===== src/rtl/clk_div_controller.sv =====
// rtl/clk_div_controller.sv - run-time controller for the counter-based clock divider
//
// Owns the divider counter and sequences it: start/stop with whole-period
// completion, half-period reconfiguration through a valid/ready handshake,
// and a one-cycle tick on every rising edge of the divided clock.
//
// Optional feature macro: CLKDIV_TICK_COUNT_EN adds the tick_cnt output.
//
// Ports:
//   clk        system clock, rising edge
//   reset      synchronous, active-high
//   start      level request to begin or resume running
//   stop       level request to halt at the end of the current period
//   cfg_valid  new half-period offered on cfg_half
//   cfg_half   new half-period H (each half period lasts H+1 cycles)
//   cfg_ready  a configuration can be accepted this cycle
//   busy       high while running or stopping
//   tick       one-cycle pulse in the first cycle of clkOut high
//   clkOut     divided clock, period 2*(H+1) cycles
//   tick_cnt   (CLKDIV_TICK_COUNT_EN only) free-running count of ticks

module clk_div_controller #(
    parameter int          N            = 26,
    parameter int unsigned HALF_DEFAULT = 3
) (
    input  logic         clk,
    input  logic         reset,
    input  logic         start,
    input  logic         stop,
    input  logic         cfg_valid,
    input  logic [N-1:0] cfg_half,
    output logic         cfg_ready,
    output logic         busy,
    output logic         tick,
`ifdef CLKDIV_TICK_COUNT_EN
    output logic [15:0]  tick_cnt,
`endif
    output logic         clkOut
);

    typedef enum logic [1:0] {
        S_IDLE     = 2'd0,
        S_RUN      = 2'd1,
        S_STOPPING = 2'd2
    } state_t;

    state_t       state;
    logic [N-1:0] cnt;
    logic [N-1:0] half_act;
    logic [N-1:0] half_pend;
    logic         pend_v;

    logic boundary;
    logic eop;
    logic cfg_xfer;

    // A boundary ends a half period; the one that drops clkOut ends a whole period.
    assign boundary  = (cnt == half_act);
    assign eop       = boundary && clkOut;
    assign cfg_ready = (state == S_IDLE) || !pend_v;
    assign cfg_xfer  = cfg_valid && cfg_ready;
    assign busy      = (state != S_IDLE);

    always_ff @(posedge clk) begin
        if (reset) begin
            state     <= S_IDLE;
            cnt       <= '0;
            clkOut    <= 1'b0;
            tick      <= 1'b0;
            half_act  <= N'(HALF_DEFAULT);
            half_pend <= '0;
            pend_v    <= 1'b0;
`ifdef CLKDIV_TICK_COUNT_EN
            tick_cnt  <= 16'd0;
`endif
        end else begin
            tick <= 1'b0;
            case (state)
                S_IDLE: begin
                    cnt    <= '0;
                    clkOut <= 1'b0;
                    if (cfg_xfer)
                        half_act <= cfg_half;
                    if (start)
                        state <= S_RUN;
                end
                default: begin
                    if (boundary) begin
                        cnt    <= '0;
                        clkOut <= ~clkOut;
                        tick   <= ~clkOut;
`ifdef CLKDIV_TICK_COUNT_EN
                        if (!clkOut)
                            tick_cnt <= tick_cnt + 16'd1;
`endif
                    end else begin
                        cnt <= cnt + N'(1);
                    end

                    // Pending H only takes effect between whole periods, so no
                    // half period is ever cut short. A transfer coinciding with
                    // the EOP (pend_v was 0) lands in half_pend for the next one.
                    if (eop && pend_v) begin
                        half_act <= half_pend;
                        pend_v   <= 1'b0;
                    end
                    if (cfg_xfer) begin
                        half_pend <= cfg_half;
                        pend_v    <= 1'b1;
                    end

                    if (state == S_RUN) begin
                        if (stop)
                            state <= S_STOPPING;
                    end else if (start) begin
                        // Cancelling a stop, even on the EOP itself, leaves the
                        // waveform untouched.
                        state <= S_RUN;
                    end else if (eop) begin
                        state <= S_IDLE;
                        // No further EOP will come to apply a same-cycle
                        // transfer, so take it straight into half_act.
                        if (cfg_xfer) begin
                            half_act <= cfg_half;
                            pend_v   <= 1'b0;
                        end
                    end
                end
            endcase
        end
    end

endmodule


===== config.mk =====
export PLATFORM = sky130hd
export DESIGN_NAME = clk_div_controller
export DESIGN_NICKNAME = d
export VERILOG_FILES = /design/src/rtl/clk_div_controller.sv
export SDC_FILE = /design/constraint.sdc
export NUM_CORES = 1
export LEC_CHECK = 0
export ABC_AREA = 1
export BUFFER_PORTS_ARGS = -buffer_cell sky130_fd_sc_hd__clkbuf_2
export CORE_UTILIZATION = 40
export DETAILED_ROUTE_END_ITERATION = 12
export SKIP_CTS_REPAIR_TIMING = 1
export SYNTH_ARGS = -nofsm -noshare
export SYNTH_HDL_FRONTEND = slang
export SYNTH_SLANG_ARGS = --single-unit

===== constraint.sdc =====
create_clock -name clk -period 2 [get_ports clk]
set_clock_uncertainty 0.2 [all_clocks]
set_input_delay 0.1 -clock clk [delete_from_list [all_inputs] [get_ports clk]]
set_output_delay 0.1 -clock clk [all_outputs]
set_load 0.005 [all_outputs]

### After elaboration in Yosys (flattened, before gate mapping)

Index checks and enable logic that the tools add are counted.

| word-level totals | value |
|---|---|
| bits in latches | 0 |
| memories | 0 |
| input port bits | 31 |
| word-level logic and storage cells | 48 |
| register bits after elaboration | 83 |
| ROM bits | 0 |
| bits in writable memories | 0 |

| cells by class | value |
|---|---|
| add/sub/neg operators | 1 |
| equality and inequality tests | 5 |
| reduce and logical (&&, ||, !) cells | 13 |
| divide/modulo/power cells | 0 |
| $mul | 0 |
| shift-type cells | 0 |
| $lt $le $gt $ge | 0 |
| bitwise gates (word level) | 3 |
| mux-type cells | 19 |

Operators by type and width:

| operator | number |
|---|---|
| $mux W26 | 7 |
| $add A26 B1 Y26 const B | 1 |
| $eq A26 B26 Y1 | 1 |
| $mux W2 | 6 |
| $mux W1 | 6 |
| $reduce_or A3 Y1 | 2 |
| $ne A2 B2 Y1 const B | 2 |
| $logic_and A1 B1 Y1 | 3 |
| $ne A3 B3 Y1 const B | 1 |
| $not A1 Y1 | 3 |
| $reduce_and A3 Y1 | 1 |
| $reduce_bool A3 Y1 | 1 |
| $eq A2 B1 Y1 const B | 1 |
| $logic_not A2 Y1 | 1 |
| $reduce_and A2 Y1 | 1 |
| $reduce_bool A2 Y1 | 1 |
| $reduce_or A2 Y1 | 1 |
| $logic_not A1 Y1 | 1 |
| $logic_or A1 B1 Y1 | 1 |

### Logic depth before layout (Yosys ltp)

| logic depth | value |
|---|---|
| depth in word-level cells | 9 |
| depth in mapped cells | 14 |
| mapped depth without buffers | 13 |

### Worst setup path before layout

No wires, ideal clock.

| timing path | value |
|---|---|
| path kind | flip-flop to flip-flop |
| from | reg cnt[1] |
| to | reg cnt[22] |
| required time | 1.680 ns |
| buffers on the path | 0 |
| stages on the path, launching flop included | 10 |
| clock period less this slack | 1.955 ns |
| arrival | 1.635 ns |
| slack | 0.045 ns |
| cell sequence | dfxtp_1 -> ha_1 -> nand2_2 -> nor3_2 -> nand2_2 -> nor2_4 -> nand3_2 -> nor4_2 -> nand2_1 -> nor3b_2 |

| on the way | value |
|---|---|
| cells in the longest elaborated chain, start to end | 2 |

RTL lines:

| element | RTL line | source |
|---|---|---|
| start, declared | 48 | `logic [N-1:0] cnt;` |
| start signal, assigned | 97 | `cnt <= cnt + N'(1);` |
| parallel branches: the longest is 2 deep, another holds $add A26 B1 Y26 | - |  |

Several ways; the timed one is not identified.
A chain may end at the register's enable or synchronous reset.

### Final worst setup path

| timing path | value |
|---|---|
| from | reg half_act[7] |
| to | reg half_act[22] |

| on the way | value |
|---|---|
| cells in the longest elaborated chain, start to end | 9 |

RTL lines:

| element | RTL line | source |
|---|---|---|
| start, declared | 49 | `logic [N-1:0] half_act;` |
| start signal, assigned | 70 | `half_act <= N'(HALF_DEFAULT);` |
| start signal, assigned | 83 | `half_act <= cfg_half;` |
| start signal, assigned | 104 | `half_act <= half_pend;` |
| $eq A26 B26 Y1 (*) | 58 | `assign boundary = (cnt == half_act);` |
| $logic_and A1 B1 Y1 (*) | 59 | `assign eop = boundary && clkOut;` |
| $logic_and A1 B1 Y1 | 103 | `if (eop && pend_v) begin` |
| $mux W26 | 103 |  |
| $mux W26 | 123 | `if (cfg_xfer) begin` |
| $mux W26 | 119 | `end else if (eop) begin` |
| $mux W26 | 115 | `end else if (start) begin` |
| $mux W26 (*) | 112 | `if (state == S_RUN) begin` |
| $mux W26 (*) | 78 | `case (state)` |

Mark *: on every way between the ends. The rest lies on a longest branch, timed or not.

==> key figures <==
Run status
  • Outcome: finished with violations
  • Failing checks: setup timing

Critical path
  • Most common cell on crit path: nand2_1
  • Max Fanout on Critical Path: 6
  • CP endpoint kind: flip-flop
  • CP Data Arrival Time: 2190 ps
  • Worst path cell trace: inv_1 > nand2_1 > nand2_2 > buf_4 > nor2_2 > nand2_1 > nor2_1 > nand2_1 > nor2_4 > clkbuf_16 > nand4_1 > nand3_2 > nand2_1 > a21oi_1
  • Worst endpoint required time: 2070 ps
  • CP startpoint kind: flip-flop
  • CP max-delay cell: dfxtp_2
  • Crit-path max cell delay: 350 ps
  • Crit path kind: flip-flop to flip-flop

Die
  • Die Span Y: roughly 110 um
  • Die width: 111 um
  • # rows: 39
  • Placeable Area: 11500 um^2
  • Initial cell density of the core: 41.5%
  • Top Ports: 35
  • Die area: around 12000 um^2

Clock tree
  • Max Root-Sink Buffers: 2
  • CTS Buf Count: 9
  • CTS tree: built
  • Root buf cell: clkbuf_16
  • CTS clk-pin slew, worst paths: around 70 ps
  • Worst skew pair latency: between 300 and 400 ps
  • Clk sinks: a little over 80
  • Clock H-tree levels: 3

Power
  • Total chip power: 4860 uW
  • Peak VDD IR: 0.420 mV
  • Power Dens Cells: 712 nW/um^2
  • Leak: 0.00291 uW

STA
  • Unrepaired setup endpoints after global routing: yes
  • Period utilisation layout: 106%
  • Setup Viol. Count Final: 28
  • Fin Setup TNS: -1860 ps
  • Min Tclk post-route: 2120 ps
  • Actual slew at the worst max-slew pin: roughly 510 ps
  • Final Worst Setup Slack: -121 ps
  • Relative slew slack: 65.6%
  • Endpoints failing hold: 0
  • Min Hold Slack: 17.3 ps
  • Final Max Tran Viols: 0
  • Fmax: 0.471 GHz

Route
  • 1st-pass router iterations: 5
  • Drt total wl: roughly 14000 um
  • Detailed Route Iter0 Violations: 247
  • DR vias/cell: 4.92
  • DRC violations left: 0
  • Post-DRT Antenna Nets: 0
  • Wirelength per Cell: 13.7 um
  • Routed vias: approximately 4900

Yosys
  • Synth cell types: 36
  • Number of synthesized register bits: 83
  • Syn_nets: 727
  • Avg Cell Area, Syn: 6.88 um^2
  • Post-Synthesis Cells: between 600 and 700
  • Post-synthesis sequential area ratio: 34.8%
  • Ys Warns: 0
  • Synthesized cell area: 4780 um^2

Final layout
  • Synth-to-Final Area Change: 43.0%
  • Layout cells sized above 1: 36.8%
  • Ant diodes: 0
  • Nets: 871

GRT
  • Grt total ovfl: 0
  • Initial antenna violation count: 0
  • Vias in the first global route: between 4000 and 5000
  • Total global-route track usage: 21.4%
  • Largest net degree at the start of global routing: 53
  • Global-route wire length before repair: 21300 um

Placed design
  • Final HPWL DP: 9240 um
  • Number of port buffers: 34
  • GP Congestion: 0.848

Worst hold path
  • Worst hold path type: input port to flip-flop

Flow run
  • Max-Cap Viols: 0
## kinds of logic after synthesis
kind of cell             count (synthesis)  synth area share (%)
AND/OR/NAND/NOR                        318                  32.9
buffers and inverters                  136                  12.1
AO/OA/AOI/OAI                          131                  15.2
flip-flops                              83                  34.8
XOR/XNOR                                26                  4.77
adder cells (fa/ha/maj)                  1                 0.262
## through the flow
step                      cells  cell area (um^2)  utilization, %  setup WS (ps)
after CTS                   943              5970            51.8           -255
final                       987              6830            59.3           -121
after detailed placement    927              5650            49.0           -228
after global routing        987              6830            59.3           -234
after floorplan             695              4780               -           45.2
after global placement      927              5650            49.0           -210
## power by group
group | internal (uW) | total, uW | switching (uW)
Sequential | 1790 | 1900 | 114
Clock | 1130 | 1820 | 686
Combinational | 530 | 1140 | 614
## layout make-up
class                           instances  area, um^2
Fill cell                            1019        4680
Multi-Input combinational cell        476        2810
Sequential cell                        83        1720
Timing Repair Buffer                  166        1410
Inverter                              103         398
Clock buffer                           12         246
Tap cell                              143         179
Clock inverter                          4        73.8
## layer usage
metal | share of wire, % | global-route usage [%] | up-vias
met4 | 1.8 | 7.30 | 0
met3 | 4.0 | 4.10 | 23
met5 | 0 | 0 | -
met1 | 47 | 29.1 | 2208
met2 | 48 | 33.7 | 112
li1 | - | - | 2510
## flip-flops by register name (all words and copies together) (netlist names)
signal,cells
cnt,26
half_pend,26
pend_v,1
state,2
half_act,26
clkOut,1
tick,1
## cell usage after synthesis
| library cell | n | area [um^2] |
|---|---|---|
| nand3_1 | 28 | 140 |
| o31ai_1 | 1 | 7.51 |
| dfxtp_1 | 83 | 1660 |
| o21ai_0 | 43 | 215 |
| inv_1 | 91 | 342 |
| xnor2_1 | 13 | 114 |
| nor4_2 | 1 | 12.5 |
| nor2_1 | 44 | 165 |
| a21oi_1 | 65 | 325 |
| nor3b_2 | 1 | 12.5 |
| a21oi_2 | 16 | 140 |
| nor3_1 | 13 | 65.1 |
| clkbuf_1 | 16 | 60.1 |
| nand4_2 | 1 | 12.5 |
| nand3_2 | 20 | 200 |
| nand2_1 | 167 | 627 |
| o21ai_1 | 1 | 5.00 |
| buf_6 | 5 | 56.3 |
| nor2_4 | 8 | 90.1 |
| nor3_2 | 3 | 30.0 |
| buf_2 | 8 | 40.0 |
| nor2_2 | 3 | 18.8 |
| ha_1 | 1 | 12.5 |
| nand2_2 | 7 | 43.8 |
| buf_8 | 1 | 15.0 |
| o21a_1 | 2 | 15.0 |
| nor3b_1 | 1 | 7.51 |
| and3_1 | 1 | 6.26 |
| buf_4 | 2 | 15.0 |
| xor2_1 | 13 | 114 |
| clkinv_1 | 1 | 3.75 |
| nand4_4 | 1 | 21.3 |
| a31oi_1 | 3 | 18.8 |
| nand4_1 | 19 | 119 |
| clkbuf_2 | 1 | 5.00 |
| inv_2 | 11 | 41.3 |
## worst max-delay path: cells and delay by family, from the launching register on
kind | cells | cell delay, ps
and+or+nand+nor | 10 | 990
buffers and inverters | 3 | 370
DFF | 1 | 350
AOI/OAI and AO/OA | 1 | 130
## placed cells by master (no fill, tap or decap), types with 2 or more instances in the layout
cell type,synthesis,routed
a21oi_2,16,23
clkbuf_16,0,12
nand3_1,28,25
nor2_4,8,11
nand2_4,0,5
buf_12,0,6
inv_1,91,90
nor3_2,3,3
nor2_1,44,38
nand3_2,20,21
dfxtp_4,0,7
nor3_1,13,11
o21ai_1,1,3
nor2_2,3,6
o21ai_0,43,40
clkbuf_2,1,34
o21a_1,2,2
xnor2_2,0,6
nand2_2,7,31
xnor2_1,13,7
nor3_4,0,2
clkbuf_1,16,2
dfxtp_2,0,24
nand2_1,167,138
dlygate4sd3_1,0,29
a21oi_1,65,58
a31oi_1,3,3
inv_2,11,10
buf_4,2,83
nand3_4,0,2
dfxtp_1,83,52
xor2_1,13,12
buf_6,5,10
nand4_1,19,19
bufinv_16,0,2
## final timing paths
kind	startpoint	endpoint	slack, ps	cells after the start
worst min-delay path	cfg_valid	pend_v	20	5
worst max-delay path	half_act[7]	half_act[22]	-120	14
worst min register to register	half_pend[9]	half_pend[9]	250	2
worst max register to register	half_act[7]	half_act[22]	-120	14
Power figures use the tool's default switching activity.
